**src/rtl/exc_pkg.sv**
```systemverilog
//------------------------------------------------------------------------------
// Module   : exc_pkg
// Purpose  : Shared cause codes, handler vectors, fatal codes and FSM states.
// Revision : 1.0 - initial release
//------------------------------------------------------------------------------
`default_nettype none

package exc_pkg;

    localparam logic [1:0] CAUSE_ILLEGAL = 2'b00;
    localparam logic [1:0] CAUSE_DIV0    = 2'b01;
    localparam logic [1:0] CAUSE_LS      = 2'b10;
    localparam logic [1:0] CAUSE_ADDR    = 2'b11;

    localparam logic [15:0] VEC_ILLEGAL = 16'h02BC;
    localparam logic [15:0] VEC_DIV0    = 16'h030C;
    localparam logic [15:0] VEC_LS      = 16'h02E4;
    localparam logic [15:0] VEC_ADDR    = 16'h0334;

    localparam logic [1:0] FATAL_NESTED  = 2'b01;
    localparam logic [1:0] FATAL_TIMEOUT = 2'b10;

    typedef enum logic [2:0] {
        ST_IDLE     = 3'd0,
        ST_FLUSH    = 3'd1,
        ST_REDIRECT = 3'd2,
        ST_HANDLER  = 3'd3,
        ST_RETURN   = 3'd4,
        ST_HALT     = 3'd5
    } exc_state_t;

endpackage

`default_nettype wire

```
**src/rtl/exc_vector_lut.sv**
```systemverilog
//------------------------------------------------------------------------------
// Module   : exc_vector_lut
// Purpose  : Combinational cause-to-handler-vector lookup.
// Revision : 1.0 - initial release
//------------------------------------------------------------------------------
`default_nettype none

module exc_vector_lut
    import exc_pkg::*;
(
    input  logic [1:0]  cause,
    output logic [15:0] vector
);

    always_comb begin
        vector = 16'h0000;
        case (cause)
            CAUSE_ILLEGAL: vector = VEC_ILLEGAL;
            CAUSE_DIV0:    vector = VEC_DIV0;
            CAUSE_LS:      vector = VEC_LS;
            CAUSE_ADDR:    vector = VEC_ADDR;
            default:       vector = 16'h0000;
        endcase
    end

endmodule

`default_nettype wire

```
**src/rtl/exc_ctrl.sv**
```systemverilog
//------------------------------------------------------------------------------
// Module   : exc_ctrl
// Purpose  : Exception sequencer: flush, redirect to handler, ERET return.
// Revision : 1.0 - initial release
//------------------------------------------------------------------------------
`default_nettype none

module exc_ctrl
    import exc_pkg::*;
#(
    parameter int FLUSH_TIMEOUT = 64,
    parameter int CNT_W         = 8
)(
    input  logic             clk,
    input  logic             rst_n,
    input  logic             commit_valid,
    input  logic             commit_exc,
    input  logic [1:0]       commit_cause,
    input  logic [31:0]      commit_pc,
    input  logic             commit_eret,
    input  logic             flush_done,
    output logic             flush_req,
    output logic             redirect_valid,
    output logic [31:0]      redirect_pc,
    output logic [31:0]      epc,
    output logic [1:0]       cause,
    output logic             in_handler,
    output logic             busy,
    output logic             fatal,
    output logic [1:0]       fatal_code,
    output logic [CNT_W-1:0] exc_count [4]
);

    localparam int TO_W = (FLUSH_TIMEOUT > 1) ? $clog2(FLUSH_TIMEOUT) : 1;

    exc_state_t       r_state;
    exc_state_t       w_next_state;
    logic [TO_W-1:0]  r_to_cnt;
    logic [31:0]      r_epc;
    logic [1:0]       r_cause;
    logic [31:0]      r_redirect_pc;
    logic [1:0]       r_fatal_code;
    logic [CNT_W-1:0] r_exc_count [4];
    logic [15:0]      w_vector;
    logic             w_exc;
    logic             w_eret;
    logic             w_timeout;

    assign w_exc     = commit_valid & commit_exc;
    assign w_eret    = commit_valid & commit_eret;
    assign w_timeout = (r_to_cnt == TO_W'(FLUSH_TIMEOUT - 1));

    exc_vector_lut u_vector_lut (
        .cause  (r_cause),
        .vector (w_vector)
    );

    always_ff @(posedge clk or negedge rst_n) begin
        if (!rst_n) r_state <= ST_IDLE;
        else        r_state <= w_next_state;
    end

    always_comb begin
        w_next_state = r_state;
        case (r_state)
            ST_IDLE:     if (w_exc) w_next_state = ST_FLUSH;
            ST_FLUSH: begin
                if (flush_done)     w_next_state = ST_REDIRECT;
                else if (w_timeout) w_next_state = ST_HALT;
            end
            ST_REDIRECT: w_next_state = ST_HANDLER;
            ST_HANDLER: begin
                // A nested exception outranks a simultaneous ERET.
                if (w_exc)       w_next_state = ST_HALT;
                else if (w_eret) w_next_state = ST_RETURN;
            end
            ST_RETURN:   w_next_state = ST_IDLE;
            ST_HALT:     w_next_state = ST_HALT;
            default:     w_next_state = ST_IDLE;
        endcase
    end

    always_ff @(posedge clk or negedge rst_n) begin
        if (!rst_n) begin
            r_to_cnt      <= '0;
            r_epc         <= '0;
            r_cause       <= '0;
            r_redirect_pc <= '0;
            r_fatal_code  <= '0;
            for (int i = 0; i < 4; i++) r_exc_count[i] <= '0;
        end else begin
            r_to_cnt <= (r_state == ST_FLUSH) ? r_to_cnt + TO_W'(1) : '0;

            if (r_state == ST_IDLE && w_exc) begin
                r_epc   <= commit_pc;
                r_cause <= commit_cause;
                if (!(&r_exc_count[commit_cause]))
                    r_exc_count[commit_cause] <= r_exc_count[commit_cause] + CNT_W'(1);
            end

            // Target is captured on the edge entering the pulse state so it
            // is stable for the whole pulse and held afterwards.
            if (w_next_state == ST_REDIRECT && r_state == ST_FLUSH)
                r_redirect_pc <= {16'h0000, w_vector};
            if (w_next_state == ST_RETURN && r_state == ST_HANDLER)
                r_redirect_pc <= r_epc + 32'd4;

            if (w_next_state == ST_HALT && r_state != ST_HALT)
                r_fatal_code <= (r_state == ST_HANDLER) ? FATAL_NESTED : FATAL_TIMEOUT;
        end
    end

    assign flush_req      = (r_state == ST_FLUSH) || (r_state == ST_HALT);
    assign redirect_valid = (r_state == ST_REDIRECT) || (r_state == ST_RETURN);
    assign redirect_pc    = r_redirect_pc;
    assign epc            = r_epc;
    assign cause          = r_cause;
    assign in_handler     = (r_state == ST_HANDLER);
    assign busy           = (r_state != ST_IDLE);
    assign fatal          = (r_state == ST_HALT);
    assign fatal_code     = r_fatal_code;
    assign exc_count      = r_exc_count;

endmodule

`default_nettype wire

```
**config.mk**
```make
export PLATFORM = sky130hd
export DESIGN_NAME = exc_ctrl
export DESIGN_NICKNAME = d
export VERILOG_FILES = /design/src/rtl/exc_pkg.sv /design/src/rtl/exc_vector_lut.sv /design/src/rtl/exc_ctrl.sv
export SDC_FILE = /design/constraint.sdc
export NUM_CORES = 1
export LEC_CHECK = 0
export ABC_CLOCK_PERIOD_IN_PS = 2100
export CAP_MARGIN = 20
export CORE_ASPECT_RATIO = 1.4
export CORE_MARGIN = 2
export CORE_UTILIZATION = 38
export CTS_CLUSTER_DIAMETER = 80
export DETAILED_ROUTE_END_ITERATION = 8
export PLACE_DENSITY = 0.68
export SLEW_MARGIN = 20
export SYNTH_ARGS = -nofsm -noshare
export SYNTH_HDL_FRONTEND = slang
export SYNTH_HIERARCHICAL = 1
export SYNTH_SLANG_ARGS = --single-unit
```
**constraint.sdc**
```tcl
create_clock -name clk -period 2.1 [get_ports clk]
set_clock_uncertainty 0.05 [all_clocks]
set_input_delay 0.42 -clock clk [delete_from_list [all_inputs] [get_ports clk]]
set_output_delay 0.42 -clock clk [all_outputs]
set_load 0.01 [all_outputs]
```
==> impl_metrics.env, run 1 <==
export IMPL_intPower_mw=6.27
export IMPL_nNetsFinal=726
export IMPL_syn_area_mm2=0.00545
export IMPL_antenna_cells=0
export IMPL_ys_types=51
export IMPL_finalHoldViolCount=0
export IMPL_outcome="finished, final reports clean"
export IMPL_rsz0062_at_grt="true"
export IMPL_initial_utilization=0.390
export IMPL_path_max_fanout=9
export IMPL_dieArea_mm2=0.0153
export IMPL_num_vias=4354
export IMPL_yosysTopAreaCellShare=0.501
export IMPL_avgViaCountPerCell=5.02
export IMPL_avgRoutedWirePerCell_um=17.2
export IMPL_period_share=0.974
export IMPL_r2r_setup_slack_ns=0.06
export IMPL_yosys_most_used_dff="dfrtp_1"
export IMPL_synth_edff_count=0
export IMPL_yosysWarningCount=6
export IMPL_fp_dieW_um=105
export IMPL_core_area_mm2=0.0140
export IMPL_port_buffers=144
export IMPL_nFillCells=1191
export IMPL_seqPwrFrac=0.362
export IMPL_layout_drive_gt1_share=0.243
export IMPL_p_comb_frac=0.473
export IMPL_hpwl_um=11200
export IMPL_io_pins=145
export IMPL_synth_top_cell_by_area="dfrtp_1"
export IMPL_cts_max_path_buffers=2
export IMPL_grt_pass1_vias=4542
export IMPL_p_sw_mw=3.42
export IMPL_wirelength_um=14900
export IMPL_overflow=0
export IMPL_r2r_end="exc_count[7]$_DFFE_PN0P_"
export IMPL_cts_sinks=109
export IMPL_timing_fmax_mhz=489
export IMPL_startpoint_type="primary input"
export IMPL_syn_avg_cell_area_um2=11.4
export IMPL_async_reset_ff_frac=1.00
export IMPL_area_growth_pct=45.4
export IMPL_cts_tree="yes"
export IMPL_dieHeight_um=146
export IMPL_report_final_slew_viol_count=0
export IMPL_worstSetupPathType="in -> reg"
export IMPL_antenna_found_initial=0
export IMPL_arrival_ns=2.23
export IMPL_sw_frac_of_total=0.353
export IMPL_rows=51
export IMPL_syn_inst=479
export IMPL_whs_ns=0.0961
export IMPL_ff2ff_path_depth=6
export IMPL_first_pass_iters=6
export IMPL_cts_hold_buf=0
export IMPL_cts_root_buf="clkbuf_16"
export IMPL_p_clk_frac=0.165
export IMPL_slew_headroom=0.615
export IMPL_drv_cap=0
export IMPL_synth_seq_area_share=0.501
export IMPL_grtUsageTotal=0.197
export IMPL_power_density_mw_per_mm2=1220
export IMPL_path_clk_slew_ns=0.07
export IMPL_tightest_slew_ns=0.578
export IMPL_r2r_start="exc_count[0]$_DFFE_PN0P_"
export IMPL_clk_latency_ns=0.35
export IMPL_htreeDepth=3
export IMPL_grt_pass1_wl_um=23900
export IMPL_drtIter0Drc=147
export IMPL_setup_viol=0
export IMPL_drtAntennaViolNets=0
export IMPL_ys_ff_latch=109
export IMPL_place_gp_congestion=0.867
export IMPL_numCtsBuffers=9
export IMPL_grt_max_degree=110
export IMPL_leakage_nw=3.49
export IMPL_fin_crit_ns=2.05
export IMPL_yosys_top_cells_area="dfrtp_1 (50%), mux2_2 (9.5%), xnor2_1 (3.9%)"
export IMPL_ir_drop_uv=609
export IMPL_min_path_type="in -> async"
export IMPL_cp_end_kind="flop"
export IMPL_layout_core_utilization=0.567
export IMPL_drc=0
export IMPL_critPathRequiredTime_ns=2.28
[timing repair]
item	CTS	global route
setup endpoints to repair	37	33
setup buffers	8	1
endpoints found under the hold margin	0	0
pin swaps	4	4
gates cloned	1	0
gates resized for setup	21	9
[routing by layer]
layer,wire (um),share of wire,vias up,track usage
li1,-,-,2067,-
met4,306,0.020,0,0.0707
met5,0,0,-,0
met2,7870,0.53,142,0.352
met1,6050,0.40,2122,0.235
met3,716,0.048,23,0.0336
[area by class of cell]
class                   instances  area (um2)  share of cell area
inverters                      14        52.6             0.00664
multi-input cells             332        2630               0.333
well taps                     185         231              0.0292
repair buffers                212        2000               0.252
flip-flops and latches        109        2730               0.345
clock buffers                  10         229              0.0289
clock inverters                 6        46.3             0.00585
[flip-flops by register name (all words and copies together), names as in the netlist]
name	count
cause	2
redirect_pc	32
r_state	3
fatal_code	2
exc_count	32
epc	32
r_to_cnt	6
[stage by stage]
step | total power [mW] | instances | cell area, um2 | worst slack (ns) | TNS [ns]
global placement | 8.00 | 842 | 7510 | -0.647 | -19.76
global route | 10.3 | 868 | 7920 | -0.0135 | -0.0204
CTS | 9.78 | 867 | 7880 | -0.00140 | -0.00140
floorplan | 5.48 | 487 | 5550 | -0.0910 | -1.74
detailed placement | 8.10 | 842 | 7510 | -0.726 | -21.15
finish | 9.70 | 868 | 7920 | 0.0546 | 0
[cell families after synthesis]
logic type	synth area share
other	0.00138
buffers and inverters	0.0423
xor gates and xnor gates	0.0563
adders and majority gates	0.0184
muxes	0.161
DFF	0.501
and+or+nand+nor	0.138
AOI/OAI and AO/OA	0.0820
[synth_stat cells, drive strengths merged (2+ instances only)]
master and instances:
dfrtp 109, mux2 56, o21ai 41, nand2 40, nand3 36, nor2 25, xnor2 24, buf 20
inv 14, clkbuf 12, xor2 11, ha 8, mux4 8, nor4 8, mux2i 6, nand4 6
nor3 6, a21oi 5, and3 5, o2111ai 4, o22ai 4, or2 4, a211oi 3, or3 3
a31oi 2, and2 2, conb 2, o21a 2
[power by group through the flow]
stage          combinational (mW)  clock (mW)  sequential [mW]
4_1_cts                      4.62        1.64             3.52
3_3_place_gp                 4.47           0             3.53
2_1_floorplan                1.68           0             3.79
5_1_grt                      4.93        1.72             3.63
6_report                     4.59        1.60             3.51
3_5_place_dp                 4.54           0             3.56
[how the worst max path moves through the flow]
| stage | startpoint | to | slack (ns) | cells past startpoint |
|---|---|---|---|---|
| 2_1_floorplan | commit_cause[0] | exc_count[10]$_DFFE_PN0P_ | -0.09 | 6 |
| 3_5_place_dp | commit_cause[0] | exc_count[3]$_DFFE_PN0P_ | -0.73 | 9 |
| 3_3_place_gp | commit_cause[0] | exc_count[1]$_DFFE_PN0P_ | -0.65 | 7 |
| 5_1_grt | commit_cause[1] | exc_count[31]$_DFFE_PN0P_ | -0.01 | 7 |
| 4_1_cts | exc_count[0]$_DFFE_PN0P_ | exc_count[21]$_DFFE_PN0P_ | -0.001 | 5 |
| 6_report | commit_cause[1] | exc_count[31]$_DFFE_PN0P_ | 0.05 | 7 |
[placed cells by master, fill, tap and decap left out, types with 3 or more instances in the layout]
| cell type | n |
|---|---|
| clkdlybuf4s50_1 | 136 |
| dfrtp_1 | 108 |
| buf_4 | 60 |
| o21ai_0 | 40 |
| nand2_1 | 39 |
| mux2_2 | 38 |
| nand3_1 | 35 |
| nor2_1 | 24 |
| xnor2_1 | 24 |
| mux2_4 | 17 |
| inv_1 | 14 |
| xor2_1 | 10 |
| conb_1 | 10 |
| clkbuf_16 | 9 |
| mux4_2 | 7 |
| ha_1 | 7 |
| mux2i_1 | 6 |
| nor4_1 | 6 |
| a21oi_1 | 5 |
| nor3_1 | 5 |
| and3_1 | 5 |
| nand4_1 | 5 |
| buf_6 | 5 |
| o22ai_1 | 4 |
| o2111ai_4 | 4 |
| dlygate4sd2_1 | 4 |
| a211oi_1 | 3 |
| inv_6 | 3 |
| buf_12 | 3 |
| or2_1 | 3 |
[critical path: stages]
cell	delay [ns]
dlygate4sd2_1	0.27
buf_6	0.14
mux4_2	0.26
ha_4	0.15
nand4_4	0.15
o2111ai_4	0.44
mux2_2	0.39
No activity file was read; power rests on OpenSTA's default activity.
==> run 2, diff against run 1 <==
CTS_CLUSTER_SIZE = 16   (was default)
==> results of run 2 <==
The final DEF is identical to that of run 1; final timing and power are the same.
